<file path="src/rtl/mem_arb_pkg.sv">
// mem_arb_pkg -- shared definitions for the instruction/data memory arbiter.
//
// Contents:
//   DATA_W          : width of addresses and data words on every port
//   TIMEOUT_DEFAULT : default number of busy cycles allowed before an access
//                     is abandoned
//   arb_state_t     : arbiter FSM state encoding
//
// Optional feature (selected in mem_arbiter): MEM_ARB_RR_EN
package mem_arb_pkg;

  localparam int DATA_W          = 32;
  localparam int TIMEOUT_DEFAULT = 255;

  typedef enum logic [1:0] {
    IDLE,
    DM_BUSY,
    IF_BUSY,
    DONE
  } arb_state_t;

endpackage

</file>
<file path="src/rtl/mem_arb_timeout.sv">
// mem_arb_timeout -- busy-cycle watchdog for the memory arbiter.
//
// Counts the cycles the arbiter spends waiting on the shared memory port and
// flags the cycle in which the allowance is used up.
//
// Ports:
//   clk     : clock, rising edge
//   rst     : synchronous active-high reset
//   busy    : arbiter is waiting on the memory port this cycle
//   expired : this busy cycle is the last one allowed (TIMEOUT-th busy cycle)
//
// TIMEOUT must be at least 1.
module mem_arb_timeout
  import mem_arb_pkg::*;
#(
  parameter int TIMEOUT = TIMEOUT_DEFAULT
) (
  input  logic clk,
  input  logic rst,
  input  logic busy,
  output logic expired
);

  localparam int CNT_W = (TIMEOUT > 1) ? $clog2(TIMEOUT) : 1;
  localparam logic [CNT_W-1:0] LAST = CNT_W'(TIMEOUT - 1);

  logic [CNT_W-1:0] count;

  // The counter sits at zero whenever the arbiter is not busy, so it is
  // effectively cleared on every entry into a busy state. It holds at LAST
  // because the arbiter always leaves the busy state in that cycle.
  always_ff @(posedge clk) begin
    if (rst) begin
      count <= '0;
    end else if (!busy) begin
      count <= '0;
    end else if (count != LAST) begin
      count <= count + 1'b1;
    end
  end

  assign expired = busy && (count == LAST);

endmodule

</file>
<file path="src/rtl/mem_arbiter.sv">
// mem_arbiter -- shares one memory port between the fetch stage (IF) and the
// memory stage (DM) of a pipelined core.
//
// Ports:
//   clk_i, rst_i              : clock and synchronous active-high reset
//   if_req_i, if_addr_i       : fetch read request (held until if_ack_o)
//   if_ack_o, if_rdata_o      : one-cycle fetch completion pulse, fetch data
//   dm_rd_i, dm_wr_i          : data read / write request (held until dm_ack_o);
//                               both high is treated as a write
//   dm_addr_i, dm_wdata_i     : data address / write data
//   dm_ack_o, dm_rdata_o      : one-cycle data completion pulse, load data
//   mem_req_o, mem_we_o       : shared port request / write enable
//   mem_addr_o, mem_wdata_o   : shared port address / write data
//   mem_ack_i, mem_rdata_i    : shared port completion / read data
//   stall_o                   : freeze the pipeline while a request is pending
//   timeout_o                 : sticky flag, an access was abandoned
//
// Build option:
//   MEM_ARB_RR_EN defined   : round-robin between IF and DM on collisions
//   MEM_ARB_RR_EN undefined : DM always wins a collision
module mem_arbiter
  import mem_arb_pkg::*;
#(
  parameter int TIMEOUT = TIMEOUT_DEFAULT
) (
  input  logic              clk_i,
  input  logic              rst_i,
  input  logic              if_req_i,
  input  logic [DATA_W-1:0] if_addr_i,
  output logic              if_ack_o,
  output logic [DATA_W-1:0] if_rdata_o,
  input  logic              dm_rd_i,
  input  logic              dm_wr_i,
  input  logic [DATA_W-1:0] dm_addr_i,
  input  logic [DATA_W-1:0] dm_wdata_i,
  output logic              dm_ack_o,
  output logic [DATA_W-1:0] dm_rdata_o,
  output logic              mem_req_o,
  output logic              mem_we_o,
  output logic [DATA_W-1:0] mem_addr_o,
  output logic [DATA_W-1:0] mem_wdata_o,
  input  logic              mem_ack_i,
  input  logic [DATA_W-1:0] mem_rdata_i,
  output logic              stall_o,
  output logic              timeout_o
);

  arb_state_t state;
  logic       dm_req;
  logic       busy;
  logic       expired;
  logic       grant_dm;

  assign dm_req = dm_rd_i | dm_wr_i;
  assign busy   = (state == DM_BUSY) || (state == IF_BUSY);

  mem_arb_timeout #(
    .TIMEOUT(TIMEOUT)
  ) u_timeout (
    .clk     (clk_i),
    .rst     (rst_i),
    .busy    (busy),
    .expired (expired)
  );

`ifdef MEM_ARB_RR_EN
  logic last_dm;

  // On a collision, IF gets its turn only when DM had the previous grant.
  assign grant_dm = dm_req & (~if_req_i | ~last_dm);

  // Remember who received the most recent grant; cleared so DM goes first
  // after reset.
  always_ff @(posedge clk_i) begin
    if (rst_i) begin
      last_dm <= 1'b0;
    end else if ((state == IDLE) && (dm_req || if_req_i)) begin
      last_dm <= grant_dm;
    end
  end
`else
  assign grant_dm = dm_req;
`endif

  // Arbiter FSM. All memory-port and completion outputs are registered here;
  // the memory-port signals carry the latched access only while busy, and
  // the ack registers default low so each completion is a single pulse.
  always_ff @(posedge clk_i) begin
    if (rst_i) begin
      state       <= IDLE;
      mem_req_o   <= 1'b0;
      mem_we_o    <= 1'b0;
      mem_addr_o  <= '0;
      mem_wdata_o <= '0;
      if_ack_o    <= 1'b0;
      dm_ack_o    <= 1'b0;
      if_rdata_o  <= '0;
      dm_rdata_o  <= '0;
      timeout_o   <= 1'b0;
    end else begin
      if_ack_o <= 1'b0;
      dm_ack_o <= 1'b0;
      case (state)
        IDLE: begin
          if (grant_dm) begin
            state       <= DM_BUSY;
            mem_req_o   <= 1'b1;
            mem_we_o    <= dm_wr_i;
            mem_addr_o  <= dm_addr_i;
            mem_wdata_o <= dm_wdata_i;
          end else if (if_req_i) begin
            state       <= IF_BUSY;
            mem_req_o   <= 1'b1;
            mem_we_o    <= 1'b0;
            mem_addr_o  <= if_addr_i;
            mem_wdata_o <= '0;
          end
        end
        DM_BUSY, IF_BUSY: begin
          // A real ack wins over an expiring watchdog in the same cycle;
          // an abandoned access completes with zero data.
          if (mem_ack_i || expired) begin
            state       <= DONE;
            mem_req_o   <= 1'b0;
            mem_we_o    <= 1'b0;
            mem_addr_o  <= '0;
            mem_wdata_o <= '0;
            if (!mem_ack_i) begin
              timeout_o <= 1'b1;
            end
            if (state == DM_BUSY) begin
              dm_ack_o   <= 1'b1;
              dm_rdata_o <= mem_ack_i ? mem_rdata_i : '0;
            end else begin
              if_ack_o   <= 1'b1;
              if_rdata_o <= mem_ack_i ? mem_rdata_i : '0;
            end
          end
        end
        DONE: begin
          state <= IDLE;
        end
        default: begin
          state <= IDLE;
        end
      endcase
    end
  end

  // Combinational so the pipeline freezes in the very cycle a request appears
  // and releases in the cycle its ack is seen.
  assign stall_o = (dm_req & ~dm_ack_o) | (if_req_i & ~if_ack_o);

endmodule

</file>
<file path="config.mk">
export PLATFORM = sky130hd
export DESIGN_NAME = mem_arbiter
export DESIGN_NICKNAME = d
export VERILOG_FILES = /design/src/rtl/mem_arb_pkg.sv /design/src/rtl/mem_arb_timeout.sv /design/src/rtl/mem_arbiter.sv
export SDC_FILE = /design/constraint.sdc
export NUM_CORES = 1
export LEC_CHECK = 0
export ABC_AREA = 1
export CAP_MARGIN = 5
export CORE_ASPECT_RATIO = 0.6
export CORE_MARGIN = 3
export CORE_UTILIZATION = 35
export DETAILED_ROUTE_END_ITERATION = 10
export HOLD_SLACK_MARGIN = 0.02
export PLACE_DENSITY_LB_ADDON = 0.12
export SLEW_MARGIN = 20
export SYNTH_ARGS = -nofsm -noshare
export SYNTH_HDL_FRONTEND = slang
export SYNTH_SLANG_ARGS = --single-unit
</file>
<file path="constraint.sdc">
create_clock -name clk_i -period 3.6 [get_ports clk_i]
set_clock_uncertainty 0.15 [all_clocks]
set_input_delay 0.9 -clock clk_i [delete_from_list [all_inputs] [get_ports clk_i]]
set_output_delay 0.9 -clock clk_i [all_outputs]
set_load 0.01 [all_outputs]
</file>
======== Yosys cells after proc, flatten, opt, wreduce, memory -nomap -nowiden ========
Index checks and enable logic that the tools add are counted.
Widths: inputs -> output; s select.
word-level totals
  bits in registers ....................... 143
  bits in latches ......................... 0
  memory bits (writable) .................. 0
  memory bits (read-only) ................. 0
  output and inout port bits .............. 134
  logic and storage cells ................. 64
  memories kept ........................... 0
operators by class
  add/sub/neg operators ................... 1
  $mul .................................... 0
  div/mod/pow operators ................... 0
  $lt $le $gt $ge ......................... 0
  eq/ne operators ......................... 7
  shift-type cells ........................ 0
  muxes and demuxes ....................... 21
  bitwise operators ....................... 11
  reduce and logical (&&, ||, !) cells .... 13
operators with widths
  kind                 number
  $mux 32              6
  $pmux 32 s2          2
  $reduce_and 3->1     4
  $add 8x1->8 const B  1
  $eq 8x8->1 const B   1
  $ne 8x8->1 const B   1
  $mux 1               7
  $not 1->1            7
  $mux 2               3
  $pmux 2 s3           1
  $eq 2x2->1 const B   2
  $pmux 1 s2           2
  $reduce_or 2->1      2
  $ne 3x3->1 const B   1
  $reduce_or 3->1      1
  $and 1x1->1          2
  $eq 2x1->1 const B   1
  $logic_not 2->1      1
  $logic_or 1x1->1     2
  $ne 2x2->1 const B   1
  $or 1x1->1           2
  $reduce_and 2->1     1
  $reduce_bool 2->1    1
  $logic_and 1x1->1    1

======== Logic depth before layout (Yosys ltp) ========
  depth in word-level cells ............... 6
  gate-level depth with buffers ........... 12
  mapped depth without buffers ............ 10

======== By module ========
From an unflattened synthesis, not the netlist that was laid out.
unflattened totals
  cell total of the unflattened synthesis .. 1,003
  area, all modules ....................... 6,523.8 um2
modules (own cells, without submodules)
  module           instances  cells each  area each (um2)  sequential area each (um2)
  mem_arbiter      1          938         6,084.6          2,702.6
  mem_arb_timeout  1          65          439.2            160.2

======== Least setup slack after synthesis ========
No wires, ideal clock.
  kind .................................... input port to output port
  from .................................... input port dm_wr_i
  to ...................................... output port stall_o
  arrival time ............................ 1.517 ns
  data required time ...................... 2.550 ns
  setup slack ............................. 1.033 ns
  stages on the path ...................... 3
  cell sequence ........................... nor2_4 clkbuf_1 o22ai_1
on the way
  longest elaborated chain between the ends .. 3
RTL lines
  item         line                text
  from (decl)  mem_arbiter.sv:33   input logic dm_wr_i,
  $or 1x1->1   mem_arbiter.sv:54   assign dm_req = dm_rd_i | dm_wr_i;
  $and 1x1->1  mem_arbiter.sv:152  assign stall_o = (dm_req & ~dm_ack_o) | (if_req_i & ~if_ack_o);
  $or 1x1->1   mem_arbiter.sv:152
  to (decl)    mem_arbiter.sv:44   output logic stall_o,
Every way passes these cells.

======== Final worst setup path ========
Same ends and word-level chain as after synthesis.

==> results.yml <==
status:
  status: "finished, final reports clean"
floorplanning:
  die_w_um: 193
  die_y_um: 118
  initial_core_util_pct: 36.3
  core_um2: 20300
  die_area_um2: 22900
  io_pins: 268
  floorplan.rows: 40
synthesis:
  netlist_instances: 1207
  synth_seq_cells: 143
  synthesis.nets: 1345
  yosys_warnings: 0
  ys_seq_area_share_pct: 38.8
  ys_types: 24
  syn_avg_cell_area_um2: 6.11
  mappedNetlistArea_um2: 7370
routing:
  num_vias: 7681
  drtAntennaViolNets: 0
  drtPass1Iterations: 4
  drt-vias-per-instance: 4.47
  wl_mm: 23.1
  drt_first_iter_violations: 434
  routedWlPerCell_um: 13.5
  route.detailed.drc: 0
global_routing:
  grt_use_total_pct: 20.1
  grt_overflow: 0
  grt_pass1_vias: 6918
  grt_max_degree: 71
  grt_pass1_wl_mm: 37.7
  antenna_found_initial: 0
clocking:
  cts-resized-gates: 0
  cts_buffer_depth: 2
  cts_made_buffers: 17
  cts_hold_buffers: 0
  clkTransAtPathRegs_ps: 60
  cts_tree: "built"
  post_cts_buffers: 0
  clk_latency_ps: 420
  cts-root-buf: "clkbuf_16"
  htree_levels: 4
  cts.sinks: 143
cells_and_area:
  area_growth_pct: 46.7
  mostFrequentLayoutCells: "nand2_1, clkdlybuf4s50_1, inv_1"
  final_common_cell: "nand2_1"
  fin_util_pct: 53.2
  fill_cells: 2100
  nNetsFinal: 1570
  drive_above_1_share_pct: 5.19
  final_cells: 1718
  diodes: 0
placement:
  dp_cells: 1686
  hpwl_mm: 16.0
  gp_congestion: 0.777
  port_buffers: 267
setup_path:
  path_class: "input pin to primary output"
  critical_path.max_stage_delay_ps: 610
  cp_cell_sequence: "clkdlybuf4s50_1, nor2_4, o22ai_1, clkdlybuf4s50_1"
  crit_fanout: 2
  worstPathArrival_ps: 2350
  critPathCaptureType: "primary output"
  critPathLaunchType: "input pin"
  required_ps: 2550
  crit_top_cell: "clkdlybuf4s50_1"
  cp_slowest_cell: "clkdlybuf4s50_1"
power:
  powerDensity_nw_per_um2: 771
  leakagePower_nw: 5.40
  ir_drop_mv: 0.477
timing:
  hold-worst-slack_ps: 297
  post-route-min-period_ps: 3400
  final_max_slew_viol_count: 0
  post-route-period-util_pct: 94.3
  finalSetupViolCount: 0
  clock.fmax_mhz: 294
  hold_violations: 0
  slew_headroom_pct: 55.4
  fin_tns_setup_ps: 0
  rsz0062_at_grt: "no"
  worst_slew_pin_slew_ps: 669
job:
  cap_violations: 0
min_path:
  hp-class: "flip-flop to flip-flop"
## report_power, final
part	internal [mW]	switching, mW
Sequential	2.05	0.236
Combinational	1.82	2.44
Clock	1.09	0.697
## layer usage
layer	track usage [%]	wire (um)
met5	0	0
met4	6.37	403
met3	6.21	1660
met2	27.7	9430
met1	29.6	11600
## worst paths after layout
check,startpoint,end,slack (ps),depth (start not counted)
worst max-delay path,dm_wr_i,stall_o,200,4
worst max register to register,state[0],mem_wdata_o[20],1250,9
worst min register to register,mem_req_o,mem_req_o,300,2
worst min-delay path,mem_req_o,mem_req_o,300,2
## sequential cells by signal, indices dropped and copies added (netlist names)
| register | count |
|---|---|
| dm_ack_o | 1 |
| u_timeout.count | 8 |
| mem_we_o | 1 |
| mem_addr_o | 32 |
| timeout_o | 1 |
| mem_wdata_o | 32 |
| state | 2 |
| if_rdata_o | 32 |
| dm_rdata_o | 32 |
| if_ack_o | 1 |
| mem_req_o | 1 |
## stage by stage
step	setup WS, ps	area, um^2	total power [mW]
after CTS	217	10800	8.42
after detailed placement	231	10200	6.60
after floorplan	1030	7370	5.01
final	204	10800	8.33
after global placement	163	10200	6.56
after global routing	162	10800	9.08
## cell usage after synthesis (all sizes together)
library cell	instances	area share, %
o22ai	1	0.085
a21oi	57	3.9
xnor2	2	0.24
nor2	178	9.2
clkbuf	36	1.8
or2	2	0.17
buf	46	3.6
ha	4	0.68
nand3	93	6.6
inv	225	11
a31oi	2	0.17
dfxtp	143	39
nand4	54	4.6
nand2	358	18
o21ai	6	0.41
## logic make-up (layout without fill, tap and decap cells)
logic type,count (synthesis),in the layout,share of synthesized area [%]
AOI/OAI and AO/OA,66,66,4.58
xor gates and xnor gates,2,2,0.238
adders and majority gates,4,4,0.679
buffers and inverters,307,545,16.9
DFF,143,143,38.8
and+or+nand+nor,685,685,38.8
## worst max-delay path, delay by kind of cell
family	cells	cell delay [ps]
buffers and inverters	2	1130
AO/OA/AOI/OAI	1	250
AND/OR/NAND/NOR	1	60
## area by class of cell
type                            instances  area [um^2]  area share [%]
Multi-Input combinational cell        757         3280            30.3
Timing Repair Buffer                  288         2890            26.7
Sequential cell                       143         2860            26.5
Inverter                              225          847            7.83
Clock buffer                           21          480            4.44
Tap cell                              273          342            3.16
Clock inverter                         11          111            1.03
No activity file was read; power rests on OpenSTA's default activity.
